<file path="src/rtl/mac_vec.sv">
// rtl/mac_vec.sv - parametrised vector multiply-accumulate engine
//
// Each accepted beat contributes the dot product of LANES operand pairs.
// The dot product is registered for one cycle and then added into a
// saturating or wrapping accumulator. After the programmed number of
// beats, the result is presented with a valid/ready handshake.
//
// Ports:
//   clk        rising-edge clock
//   reset      asynchronous active-high reset, clears all state
//   start      one-cycle pulse, honoured only in IDLE
//   len        beat count, sampled with start (0 = empty operation)
//   sat_en     1 = saturate, 0 = wrap; sampled with start
//   in_valid   operand beat valid
//   in_ready   engine accepts a beat (ACCUM only)
//   a, b       packed operand lanes, lane i at [i*NBITS +: NBITS]
//   out_valid  result available
//   out_ready  consumer takes the result
//   result     accumulator register
//   overflow   sticky: the true sum left the ACC_BITS range this operation
//   busy       engine not in IDLE
module mac_vec #(
    parameter int NBITS    = 4,
    parameter int LANES    = 2,
    parameter int ACC_BITS = 2*NBITS+4,
    parameter int LEN_BITS = 8,
    parameter int SIGNED   = 0
) (
    input  logic                      clk,
    input  logic                      reset,
    input  logic                      start,
    input  logic [LEN_BITS-1:0]       len,
    input  logic                      sat_en,
    input  logic                      in_valid,
    output logic                      in_ready,
    input  logic [LANES*NBITS-1:0]    a,
    input  logic [LANES*NBITS-1:0]    b,
    output logic                      out_valid,
    input  logic                      out_ready,
    output logic [ACC_BITS-1:0]       result,
    output logic                      overflow,
    output logic                      busy
);

    generate
        if (ACC_BITS < 2*NBITS + $clog2(LANES)) begin : g_acc_too_narrow
            $error("mac_vec: ACC_BITS must be at least 2*NBITS+clog2(LANES)");
        end
    endgenerate

    // Two guard bits so one accumulate step can never wrap before the range check.
    localparam int AW = ACC_BITS + 2;

    localparam logic signed [AW-1:0] HI = (SIGNED != 0) ?
        {3'b000, {(ACC_BITS-1){1'b1}}} : {2'b00, {ACC_BITS{1'b1}}};
    localparam logic signed [AW-1:0] LO = (SIGNED != 0) ?
        {3'b111, {(ACC_BITS-1){1'b0}}} : {AW{1'b0}};

    typedef enum logic [1:0] {S_IDLE, S_ACCUM, S_DRAIN, S_OUT} state_t;

    state_t                     r_state;
    state_t                     w_state_nxt;
    logic [LEN_BITS-1:0]        r_cnt;
    logic                       r_sat;
    logic signed [AW-1:0]       r_pipe;
    logic                       r_pipe_vld;
    logic [ACC_BITS-1:0]        r_acc;
    logic                       r_ovf;

    logic                       w_accept;
    logic signed [AW-1:0]       w_dot;
    logic signed [AW-1:0]       w_acc_ext;
    logic signed [AW-1:0]       w_sum;
    logic [ACC_BITS-1:0]        w_acc_nxt;
    logic                       w_ovf;

    function automatic logic signed [AW-1:0] f_ext_lane(input logic [NBITS-1:0] v);
        logic w_sx;
        w_sx = (SIGNED != 0) && v[NBITS-1];
        return {{(AW-NBITS){w_sx}}, v};
    endfunction

    // Dot product of the current beat; exact in AW bits because ACC_BITS
    // already covers 2*NBITS+clog2(LANES).
    always_comb begin : p_dot
        w_dot = '0;
        for (int i = 0; i < LANES; i++) begin
            w_dot = w_dot + f_ext_lane(a[i*NBITS +: NBITS]) * f_ext_lane(b[i*NBITS +: NBITS]);
        end
    end

    assign w_acc_ext = {{2{(SIGNED != 0) && r_acc[ACC_BITS-1]}}, r_acc};
    assign w_sum     = w_acc_ext + r_pipe;

    always_comb begin : p_range
        w_acc_nxt = w_sum[ACC_BITS-1:0];
        w_ovf     = 1'b0;
        if (w_sum > HI) begin
            w_ovf = 1'b1;
            if (r_sat) w_acc_nxt = HI[ACC_BITS-1:0];
        end else if (w_sum < LO) begin
            w_ovf = 1'b1;
            if (r_sat) w_acc_nxt = LO[ACC_BITS-1:0];
        end
    end

    assign w_accept = in_valid & in_ready;

    always_ff @(posedge clk or posedge reset) begin : p_state
        if (reset) r_state <= S_IDLE;
        else       r_state <= w_state_nxt;
    end

    always_comb begin : p_next
        w_state_nxt = r_state;
        in_ready    = 1'b0;
        out_valid   = 1'b0;
        busy        = 1'b1;
        case (r_state)
            S_IDLE: begin
                busy = 1'b0;
                if (start) w_state_nxt = (len != '0) ? S_ACCUM : S_OUT;
            end
            S_ACCUM: begin
                in_ready = 1'b1;
                if (in_valid && r_cnt == LEN_BITS'(1)) w_state_nxt = S_DRAIN;
            end
            S_DRAIN: w_state_nxt = S_OUT;
            S_OUT: begin
                out_valid = 1'b1;
                if (out_ready) w_state_nxt = S_IDLE;
            end
            default: w_state_nxt = S_IDLE;
        endcase
    end

    always_ff @(posedge clk or posedge reset) begin : p_data
        if (reset) begin
            r_cnt      <= '0;
            r_sat      <= 1'b0;
            r_pipe     <= '0;
            r_pipe_vld <= 1'b0;
            r_acc      <= '0;
            r_ovf      <= 1'b0;
        end else if (r_state == S_IDLE) begin
            if (start) begin
                r_cnt      <= len;
                r_sat      <= sat_en;
                r_acc      <= '0;
                r_ovf      <= 1'b0;
                r_pipe_vld <= 1'b0;
            end
        end else begin
            if (r_pipe_vld) begin
                r_acc <= w_acc_nxt;
                if (w_ovf) r_ovf <= 1'b1;
            end
            r_pipe_vld <= w_accept;
            if (w_accept) begin
                r_pipe <= w_dot;
                r_cnt  <= r_cnt - LEN_BITS'(1);
            end
        end
    end

    assign result   = r_acc;
    assign overflow = r_ovf;

endmodule
</file>
<file path="config.mk">
export PLATFORM = sky130hd
export DESIGN_NAME = mac_vec
export DESIGN_NICKNAME = d
export VERILOG_FILES = /design/src/rtl/mac_vec.sv
export SDC_FILE = /design/constraint.sdc
export NUM_CORES = 1
export LEC_CHECK = 0
export ABC_AREA = 1
export BUFFER_PORTS_ARGS = -buffer_cell sky130_fd_sc_hd__buf_4
export CORE_MARGIN = 2
export CORE_UTILIZATION = 55
export CTS_BUF_LIST = sky130_fd_sc_hd__clkbuf_16
export CTS_CLUSTER_DIAMETER = 80
export DETAILED_ROUTE_END_ITERATION = 8
export PLACE_DENSITY = 0.74
export SYNTH_ARGS = -nofsm -noshare
export SYNTH_HDL_FRONTEND = slang
export SYNTH_SLANG_ARGS = --single-unit
</file>
<file path="constraint.sdc">
create_clock -name clk -period 2.5 [get_ports clk]
set_input_delay 0.375 -clock clk [delete_from_list [all_inputs] [get_ports clk]]
set_output_delay 0.375 -clock clk [all_outputs]
set_load 0.01 [all_outputs]
</file>
==> flow_metrics.env, run 1 <==
export IMPL_synth_top_area_share_pct=25.29
export IMPL_ctsHoldBuffers=0
export IMPL_worstPathRequired_ns=2.65
export IMPL_area_delta_synth_final_pct=27.04
export IMPL_vias=3114
export IMPL_synth_seq_cells=34
export IMPL_yosysSeqAreaShare_pct=25.29
export IMPL_dp_slack_ns=-1.249
export IMPL_crit_type="in -> reg"
export IMPL_grt_max_degree=35
export IMPL_yosysMostFrequentCell="nand2_1"
export IMPL_ys_types=33
export IMPL_clk_pin_slew_worst_paths_ns=0.05
export IMPL_drive_above_1_share_pct=22.89
export IMPL_avgSynthCellArea_um2=7.068
export IMPL_drc=0
export IMPL_final_cells=621
export IMPL_fin_util_pct=72.19
export IMPL_worst_slack_ns=-0.9390
export IMPL_synthCells=476
export IMPL_via_per_inst=5.014
export IMPL_io_pins=46
export IMPL_rsz0062_at_grt="yes"
export IMPL_power_density_mw_per_mm2=894.1
export IMPL_cp_end_kind="register"
export IMPL_dpl_hpwl_um=5867
export IMPL_fp_dieH_um=82.21
export IMPL_syn_area_mm2=0.003364
export IMPL_cap_violations=0
export IMPL_crit_arrival_ns=3.59
export IMPL_peakVddDrop_v=0.0006214
export IMPL_finalCriticalPeriod_ns=3.439
export IMPL_first_global_vias=2884
export IMPL_r2r_start="r_state[1]$_DFFE_PP0P_"
export IMPL_drt_pre_antenna_iters=5
export IMPL_cpPeakStageDelay_ns=0.51
export IMPL_wl_per_cell_um=12.38
export IMPL_worst_slew_pin_slew_ns=0.6146
export IMPL_initial_core_util_pct=56.83
export IMPL_die_w_um=82.21
export IMPL_grt_overflow=0
export IMPL_crit_slowest_cell="fa_1"
export IMPL_critPathLaunchType="input port"
export IMPL_cts_made_buffers=5
export IMPL_r2r_end="overflow$_DFFE_PP0P_"
export IMPL_synthTopCellsByArea="dfrtp_1 (25%), nand2_1 (18%), ha_1 (13%)"
export IMPL_initialDrtViolationCount=164
export IMPL_status="finished with violations"
export IMPL_synth_edf_count=0
export IMPL_dp_cells=610
export IMPL_fill_cells=486
export IMPL_finalCritPeriodShare_pct=137.6
export IMPL_setup_viol=6
export IMPL_wirelength_um=7688
export IMPL_core_region_area_mm2=0.005921
export IMPL_antennaDiodeCount=0
export IMPL_relSlewSlack_pct=58.98
export IMPL_grt_usage_pct=23.47
export IMPL_rows=28
export IMPL_synth_common_cells="nand2_1 (164), inv_1 (99), ha_1 (36)"
export IMPL_clock_sinks=34
export IMPL_ant_nets=0
export IMPL_antenna_found_initial=0
export IMPL_path_common_cell="fa_1"
export IMPL_worst_r2r_path_depth=7
export IMPL_clkLatencyLatePin_ns=0.28
export IMPL_fp_dieArea_mm2=0.006758
export IMPL_nets=630
export IMPL_report_power_total_mw=3.821
export IMPL_min_path_type="in -> async"
export IMPL_path_cells="buf_4 > nand2_2 > inv_2 > fa_1 > inv_2 > fa_1 > inv_1 > fa_1 > inv_1 > fa_1 > inv_2 > ha_4 > a21o_1 > buf_4 > nand2_4 > nand3_2 > nand2_1 > a31oi_1"
export IMPL_grt_pass1_wl_um=12360
export IMPL_syn_nets=561
export IMPL_final_area_mm2=0.004274
export IMPL_worstPathMaxFanout=5
export IMPL_dpl_cell_area_mm2=0.003964
export IMPL_cts_tree="built"
export IMPL_h_tree_depth=2
export IMPL_max_freq_mhz=290.8
export IMPL_p_leak_nw=2.578
export IMPL_place_congestion=0.8254
export IMPL_port_buffers=45
export IMPL_violations="setup timing"
export IMPL_async_reset_ff_share_pct=100.0
export IMPL_yosys_area_top_type="dfrtp_1"
export IMPL_synth_flop_cell="dfrtp_1"
export IMPL_yosys_warnings=0
export IMPL_drv_slew=0
export IMPL_cts_root_buf="clkbuf_16"
export IMPL_clk_path_buf_depth=2
export IMPL_fin_skew_ns=0.003429
export IMPL_reg2reg_slack_ns=0.37
export IMPL_hold_viol=0
[routing by layer]
metal	wire, um	global-route usage [%]	share of wire [%]
met1	3650	31.44	47
met2	3774	39.92	49
met3	209	3.478	2.7
met4	53	5.667	0.69
met5	0	0	0
[registers in the layout, summed over array words and instances (netlist names)]
name / flops
r_sat: 1
result: 12
r_state: 2
r_pipe: 9
r_pipe_vld: 1
r_cnt: 8
overflow: 1
[cell type report]
cell class / count / area (um^2) / area share [%]
clock inverters: 3 / 12.51 / 0.2927
inverters: 104 / 392.9 / 9.192
multi-input cells: 333 / 2243 / 52.49
repair buffers: 67 / 555.5 / 13.00
well taps: 75 / 93.84 / 2.196
flip-flops and latches: 34 / 850.8 / 19.91
clock buffers: 5 / 125.1 / 2.927
[cell usage in the layout, fill, tap and decap left out, drive strengths merged, types with 7 or more instances in the layout]
cell	netlist	final
a21oi	13	13
buf	3	67
dfrtp	34	34
fa	19	19
ha	36	36
inv	104	105
nand2	167	167
nand3	21	21
nand4	8	8
nor2	22	22
o21ai	25	25
xor2	7	7
[power by group]
part,total [mW],switching (mW),internal (mW)
Sequential,0.944,0.177,0.767
Clock,0.585,0.225,0.360
Combinational,2.29,1.32,0.976
Total,3.82,1.72,2.10
[repair_timing]
action,4_1_cts,5_1_grt
gates resized for setup,15,27
pin swaps,15,17
setup endpoints to repair,7,7
buffers inserted,1,2
[through the flow]
step	setup TNS, ns	hold slack (ns)
after floorplan	-5.007	0.4528
after global placement	-6.776	0.4775
after detailed placement	-7.067	0.4875
after CTS	-4.799	0.2168
after global routing	-5.610	0.2503
final	-4.982	0.1996
[logic make-up after synthesis]
logic type / count (synthesis) / share of synthesized area (%)
fa+ha+maj: 55 / 24.69
buf+inv: 109 / 12.42
simple gates: 223 / 27.89
compound gates: 46 / 7.363
xor+xnor: 9 / 2.343
flops: 34 / 25.29
[worst max-delay path, delay by kind of cell]
kind | cells | cell delay, ns
compound gates | 2 | 0.28
fa+ha+maj | 5 | 2.19
buf+inv | 7 | 0.50
simple gates | 4 | 0.27
[worst max path at each step]
stage / start / to / slack [ns]
after floorplan: a[7] / r_pipe[5]$_DFFE_PP0P_ / -0.99
after global placement: a[7] / r_pipe[5]$_DFFE_PP0P_ / -1.19
after detailed placement: a[7] / r_pipe[5]$_DFFE_PP0P_ / -1.25
after CTS: a[7] / r_pipe[5]$_DFFE_PP0P_ / -0.90
after global routing: a[6] / r_pipe[5]$_DFFE_PP0P_ / -1.07
final: a[6] / r_pipe[7]$_DFFE_PP0P_ / -0.94
Power figures use the tool's default switching activity.
==> run 2, diff against run 1 <==
CORE_UTILIZATION = 59   (was 55)
PLACE_DENSITY = 0.79   (was 0.74)
==> run 2 against run 1 <==
  * The run still ends with setup timing left
  * Worst setup slack got worse by 0.048 ns
  * Utilization grew 5.0 points
  * Sequential share of layout area is 0.11 points higher
  * Cell count decreased by 0.81%
  * Register-to-register slack hardly changed
  * Power up 2.7%
  * Via count is 1.3% higher
  * Critical path depth shrank 2
  * Hold slack better by 0.0054 ns
  * Largest power group unchanged
==> flow_metrics.env, run 2 (same netlist as run 1, synthesis figures left out) <==
export IMPL_io_pins=46
export IMPL_initial_core_util_pct=61.10
export IMPL_grt_pass1_wl_um=13080
export IMPL_grt_util_met1_pct=32.95
export IMPL_cp_startpoint="a[7]"
export IMPL_min_path_type="in -> async"
export IMPL_fin_tns_setup_ns=-5.272
export IMPL_initialDrtViolationCount=214
export IMPL_port_buffers=45
export IMPL_multi_input_area_mm2=0.002252
export IMPL_final_cell_mix="nand2_1 (156), inv_1 (88), buf_4 (58), dfrtp_1 (34), ha_1 (29)"
export IMPL_cts_made_buffers=5
export IMPL_nets=628
export IMPL_setup_viol=6
export IMPL_ant_nets=0
export IMPL_drt_pre_antenna_iters=4
export IMPL_critPathLaunchType="input port"
export IMPL_antennaDiodeCount=0
export IMPL_grt_usage_pct=25.98
export IMPL_dpl_hpwl_um=5845
export IMPL_final_cells=616
export IMPL_largest_register_ffs=12
export IMPL_rsz0062_at_grt="yes"
export IMPL_final_area_mm2=0.004250
export IMPL_vias=3156
export IMPL_fin_skew_ns=0.004167
export IMPL_h_tree_depth=2
export IMPL_clkLatencyLatePin_ns=0.28
export IMPL_reg2reg_slack_ns=0.36
export IMPL_grt_max_degree=35
export IMPL_place_congestion=0.8656
export IMPL_use_met2_pct=46.30
export IMPL_finalCriticalPeriod_ns=3.487
export IMPL_worstPathMaxFanout=4
export IMPL_fp_dieH_um=79.52
export IMPL_clk_path_buf_depth=2
export IMPL_worst_r2r_path_depth=7
export IMPL_drv_slew=0
export IMPL_via_per_inst=5.123
export IMPL_worstPathRequired_ns=2.67
export IMPL_crit_arrival_ns=3.65
export IMPL_core_region_area_mm2=0.005507
export IMPL_max_freq_mhz=286.8
export IMPL_final_common_cell="nand2_1"
export IMPL_peakVddDrop_v=0.0006651
export IMPL_fin_util_pct=77.19
export IMPL_clk_pin_slew_worst_paths_ns=0.06
export IMPL_cts_tree="built"
export IMPL_die_w_um=79.52
export IMPL_drc=0
export IMPL_fill_cells=392
export IMPL_antenna_found_initial=0
export IMPL_met3_usage_pct=3.846
export IMPL_wirelength_um=7993
export IMPL_r2r_end="overflow$_DFFE_PP0P_"
export IMPL_grt_overflow=0
export IMPL_cp_end_kind="register"
export IMPL_cts_root_buf="clkbuf_16"
export IMPL_dpl_cell_area_mm2=0.003968
export IMPL_clock_sinks=34
export IMPL_p_leak_nw=2.538
export IMPL_cap_violations=0
export IMPL_dp_cells=608
export IMPL_worst_slew_pin_slew_ns=0.6234
export IMPL_area_delta_synth_final_pct=26.33
export IMPL_ff_latch_area_um2=850.8
export IMPL_fp_dieArea_mm2=0.006323
export IMPL_hold_viol=0
export IMPL_finalCritPeriodShare_pct=139.5
export IMPL_violations="setup timing"
export IMPL_rows=27
export IMPL_status="finished with violations"
export IMPL_r2r_start="r_state[1]$_DFFE_PP0P_"
export IMPL_power_density_mw_per_mm2=923.6
export IMPL_drive_above_1_share_pct=22.06
export IMPL_wl_per_cell_um=12.98
export IMPL_first_global_vias=3059
export IMPL_relSlewSlack_pct=58.40
export IMPL_crit_type="in -> reg"
export IMPL_worst_slack_ns=-0.9866
export IMPL_busiest_layer="met2"
export IMPL_crit_path_end="r_pipe[5]$_DFFE_PP0P_"
==> run 2: worst min-delay path by stage <==
stage | from | end | depth (start not counted)
floorplan | r_pipe[0]$_DFFE_PP0P_ | r_pipe[0]$_DFFE_PP0P_ | 2
global placement | r_cnt[7]$_DFFE_PP0P_ | r_cnt[7]$_DFFE_PP0P_ | 2
detailed placement | r_pipe[4]$_DFFE_PP0P_ | r_pipe[4]$_DFFE_PP0P_ | 2
CTS | reset | result[10]$_DFFE_PP0P_ | 3
global route | reset | result[10]$_DFFE_PP0P_ | 3
finish | reset | r_cnt[4]$_DFFE_PP0P_ | 3
==> run 2: area by class of cell <==
type / count / share of cell area [%]
Multi-Input combinational cell: 333 / 52.99
Sequential cell: 34 / 20.02
Timing Repair Buffer: 65 / 12.19
Inverter: 104 / 9.243
Clock buffer: 5 / 2.944
Tap cell: 72 / 2.120
Clock inverter: 3 / 0.5004
==> run 2: routing by layer <==
| metal | vias up | routed length (um) |
|---|---|---|
| met5 | - | 0 |
| met4 | 0 | 89 |
| met3 | 11 | 338 |
| met2 | 83 | 4146 |
| met1 | 1476 | 3418 |
| li1 | 1586 | - |
==> run 2: timing repair <==
| item | in CTS | in global routing |
|---|---|---|
| buffers inserted | 0 | 0 |
| pin swaps | 16 | 7 |
| hold buffers | 0 | 0 |
| resized for setup | 22 | 9 |
| endpoints found under the setup margin | 7 | 7 |
==> run 2: power breakdown <==
| group | internal [mW] | switching, mW |
|---|---|---|
| clock | 0.369 | 0.260 |
| sequential | 0.766 | 0.182 |
| combinational | 0.984 | 1.36 |
| total | 2.12 | 1.81 |
==> run 2: through the flow <==
| stage | hold WS (ns) | worst slack, ns | total power [mW] |
|---|---|---|---|
| 6_report | 0.2050 | -0.9866 | 3.926 |
| 5_1_grt | 0.2620 | -1.080 | 4.281 |
| 4_1_cts | 0.2150 | -0.8938 | 3.855 |
| 3_5_place_dp | 0.4910 | -1.244 | 3.120 |
| 3_3_place_gp | 0.4776 | -1.174 | 3.040 |
| 2_1_floorplan | 0.4528 | -0.9892 | 2.500 |
==> run 2: worst max-delay path, stage by stage <==
cell and delay [ns]:
buf_8 0.11, nand2_4 0.05, inv_2 0.03, fa_1 0.53
inv_1 0.05, fa_1 0.50, inv_2 0.04, fa_1 0.50
inv_1 0.07, fa_1 0.53, inv_1 0.09, ha_4 0.16
a21o_1 0.17, a31oi_2 0.18, xor2_1 0.17, o21ai_1 0.09
==> run 3, diff against run 2 <==
CORE_UTILIZATION = 60   (was 59)
CTS_BUF_LIST = sky130_fd_sc_hd__clkbuf_8   (was sky130_fd_sc_hd__clkbuf_16)
PLACE_DENSITY = 0.8   (was 0.79)
SETUP_SLACK_MARGIN = 0.2   (was not set)
==> run 3 against run 2 <==
  * The flow still finishes with violations (setup timing)
  * Utilization fell by 0.99 points
  * Combinational power fell by 5%
  * Clock skew rose by 0.0041 ns
  * Critical path depth did not move
  * Non-clock buffer count did not move
  * Maximum frequency rose by 1.5%
  * Hold slack got worse by 0.029 ns
  * Routed wire length fell by 3.3%
  * Count of clock-buffer cells in the layout rose by 1
==> flow_metrics.env, run 3 (same netlist as run 1, synthesis figures left out) <==
export IMPL_ctsHoldBuffers=0
export IMPL_first_global_vias=3098
export IMPL_h_tree_depth=2
export IMPL_relSlewSlack_pct=57.52
export IMPL_cp_end_kind="register"
export IMPL_crit_type="in -> reg"
export IMPL_vias=3163
export IMPL_cap_violations=0
export IMPL_cts_tree="built"
export IMPL_dp_slack_ns=-1.275
export IMPL_hold_viol=0
export IMPL_violations="setup timing"
export IMPL_multi_input_area_mm2=0.002223
export IMPL_grt_max_degree=35
export IMPL_worstPathMaxFanout=5
export IMPL_worst_slack_ns=-0.9365
export IMPL_fp_dieH_um=78.88
export IMPL_rsz0062_at_grt="yes"
export IMPL_cts_root_buf="clkbuf_8"
export IMPL_drc=0
export IMPL_initial_core_util_pct=61.48
export IMPL_critPathLaunchType="input port"
export IMPL_worstPathRequired_ns=2.69
export IMPL_fp_dieArea_mm2=0.006222
export IMPL_ff_latch_area_um2=850.8
export IMPL_place_congestion=0.8543
export IMPL_power_density_mw_per_mm2=868.8
export IMPL_antenna_found_initial=0
export IMPL_wl_per_cell_um=12.54
export IMPL_crit_arrival_ns=3.62
export IMPL_p_leak_nw=2.529
export IMPL_fin_util_pct=76.20
export IMPL_drt_pre_antenna_iters=5
export IMPL_peakVddDrop_v=0.0006650
export IMPL_via_per_inst=5.135
export IMPL_cts_made_buffers=5
export IMPL_rows=27
export IMPL_area_delta_synth_final_pct=23.95
export IMPL_io_pins=46
export IMPL_fin_skew_ns=0.008299
export IMPL_grt_pass1_wl_um=13210
export IMPL_fin_tns_setup_ns=-4.747
export IMPL_finalCritPeriodShare_pct=137.5
export IMPL_final_common_cell="nand2_1"
export IMPL_largest_register_ffs=12
export IMPL_antennaDiodeCount=0
export IMPL_drv_slew=0
export IMPL_initialDrtViolationCount=114
export IMPL_die_w_um=78.88
export IMPL_finalCriticalPeriod_ns=3.437
export IMPL_clk_path_buf_depth=2
export IMPL_clkLatencyLatePin_ns=0.30
export IMPL_worst_slew_pin_slew_ns=0.6366
export IMPL_wirelength_um=7726
export IMPL_min_path_type="in -> async"
export IMPL_grt_overflow=0
export IMPL_clk_pin_slew_worst_paths_ns=0.08
export IMPL_fill_cells=426
export IMPL_setup_viol=6
export IMPL_dpl_hpwl_um=6085
export IMPL_grt_usage_pct=26.35
export IMPL_nets=628
export IMPL_core_region_area_mm2=0.005473
export IMPL_post_cts_buffers=0
export IMPL_report_power_total_mw=3.623
export IMPL_drive_above_1_share_pct=22.43
export IMPL_port_buffers=45
export IMPL_ant_nets=0
export IMPL_clock_sinks=34
export IMPL_status="finished with violations"
export IMPL_max_freq_mhz=291.0
export IMPL_final_cell_mix="nand2_1 (154), inv_1 (86), buf_4 (58), dfrtp_1 (34), ha_1 (31)"
run 3: path summary, 6_finish.rpt:
path | start | to | slack, ns | depth (start not counted)
max | b[5] | r_pipe[5]$_DFFE_PP0P_ | -0.94 | 16
min | reset | result[6]$_DFFE_PP0P_ | 0.18 | 3
max reg2reg | r_state[1]$_DFFE_PP0P_ | overflow$_DFFE_PP0P_ | 0.38 | 7
min reg2reg | r_cnt[7]$_DFFE_PP0P_ | r_cnt[7]$_DFFE_PP0P_ | 0.51 | 2
max in group asynchronous | reset | r_sat$_DFFE_PP0P_ | 2.01 | 3
min in group clk | sat_en | r_sat$_DFFE_PP0P_ | 0.30 | 3
run 3: metal layers:
layer	up-vias	share of wire [%]	GRT usage, %
met3	9	4.6	5.341
met2	86	49	45.47
met4	0	0.74	3.793
met5	-	0	0
met1	1475	46	35.34
li1	1593	-	-
run 3: area by class of cell:
cell class | count | area share, %
Sequential cell | 34 | 20.40
Inverter | 104 | 9.421
Multi-Input combinational cell | 333 | 53.32
Timing Repair Buffer | 65 | 12.51
Clock buffer | 6 | 1.980
Tap cell | 72 | 2.160
Clock inverter | 2 | 0.2100
run 3: power by group:
part	internal (mW)	switching [mW]
logic	0.939	1.30
registers	0.765	0.182
clock network	0.218	0.215
run 3: per-stage QoR:
stage          cells  hold slack [ns]  area, um^2
2_1_floorplan    476           0.4459        3467
5_1_grt          616           0.2204        4170
6_report         616           0.1756        4170
3_5_place_dp     608           0.4872        4020
4_1_cts          616           0.1912        4151
3_3_place_gp     608           0.4763        4020
run 3: repair_timing:
| item | 4_1_cts | 5_1_grt |
|---|---|---|
| resized for setup | 15 | 9 |
| endpoints found under the setup margin | 7 | 7 |
| pin swaps | 15 | 7 |
| gates cloned | 0 | 0 |
run 3: critical path, cell delays in order:
cell     delay (ns)
buf_8          0.10
nand2_4        0.05
inv_2          0.04
fa_2           0.56
inv_2          0.04
fa_1           0.48
inv_1          0.05
fa_1           0.49
inv_2          0.04
fa_2           0.53
inv_2          0.04
ha_4           0.23
a21o_1         0.17
a31oi_1        0.17
xor2_1         0.17
o21ai_1        0.08
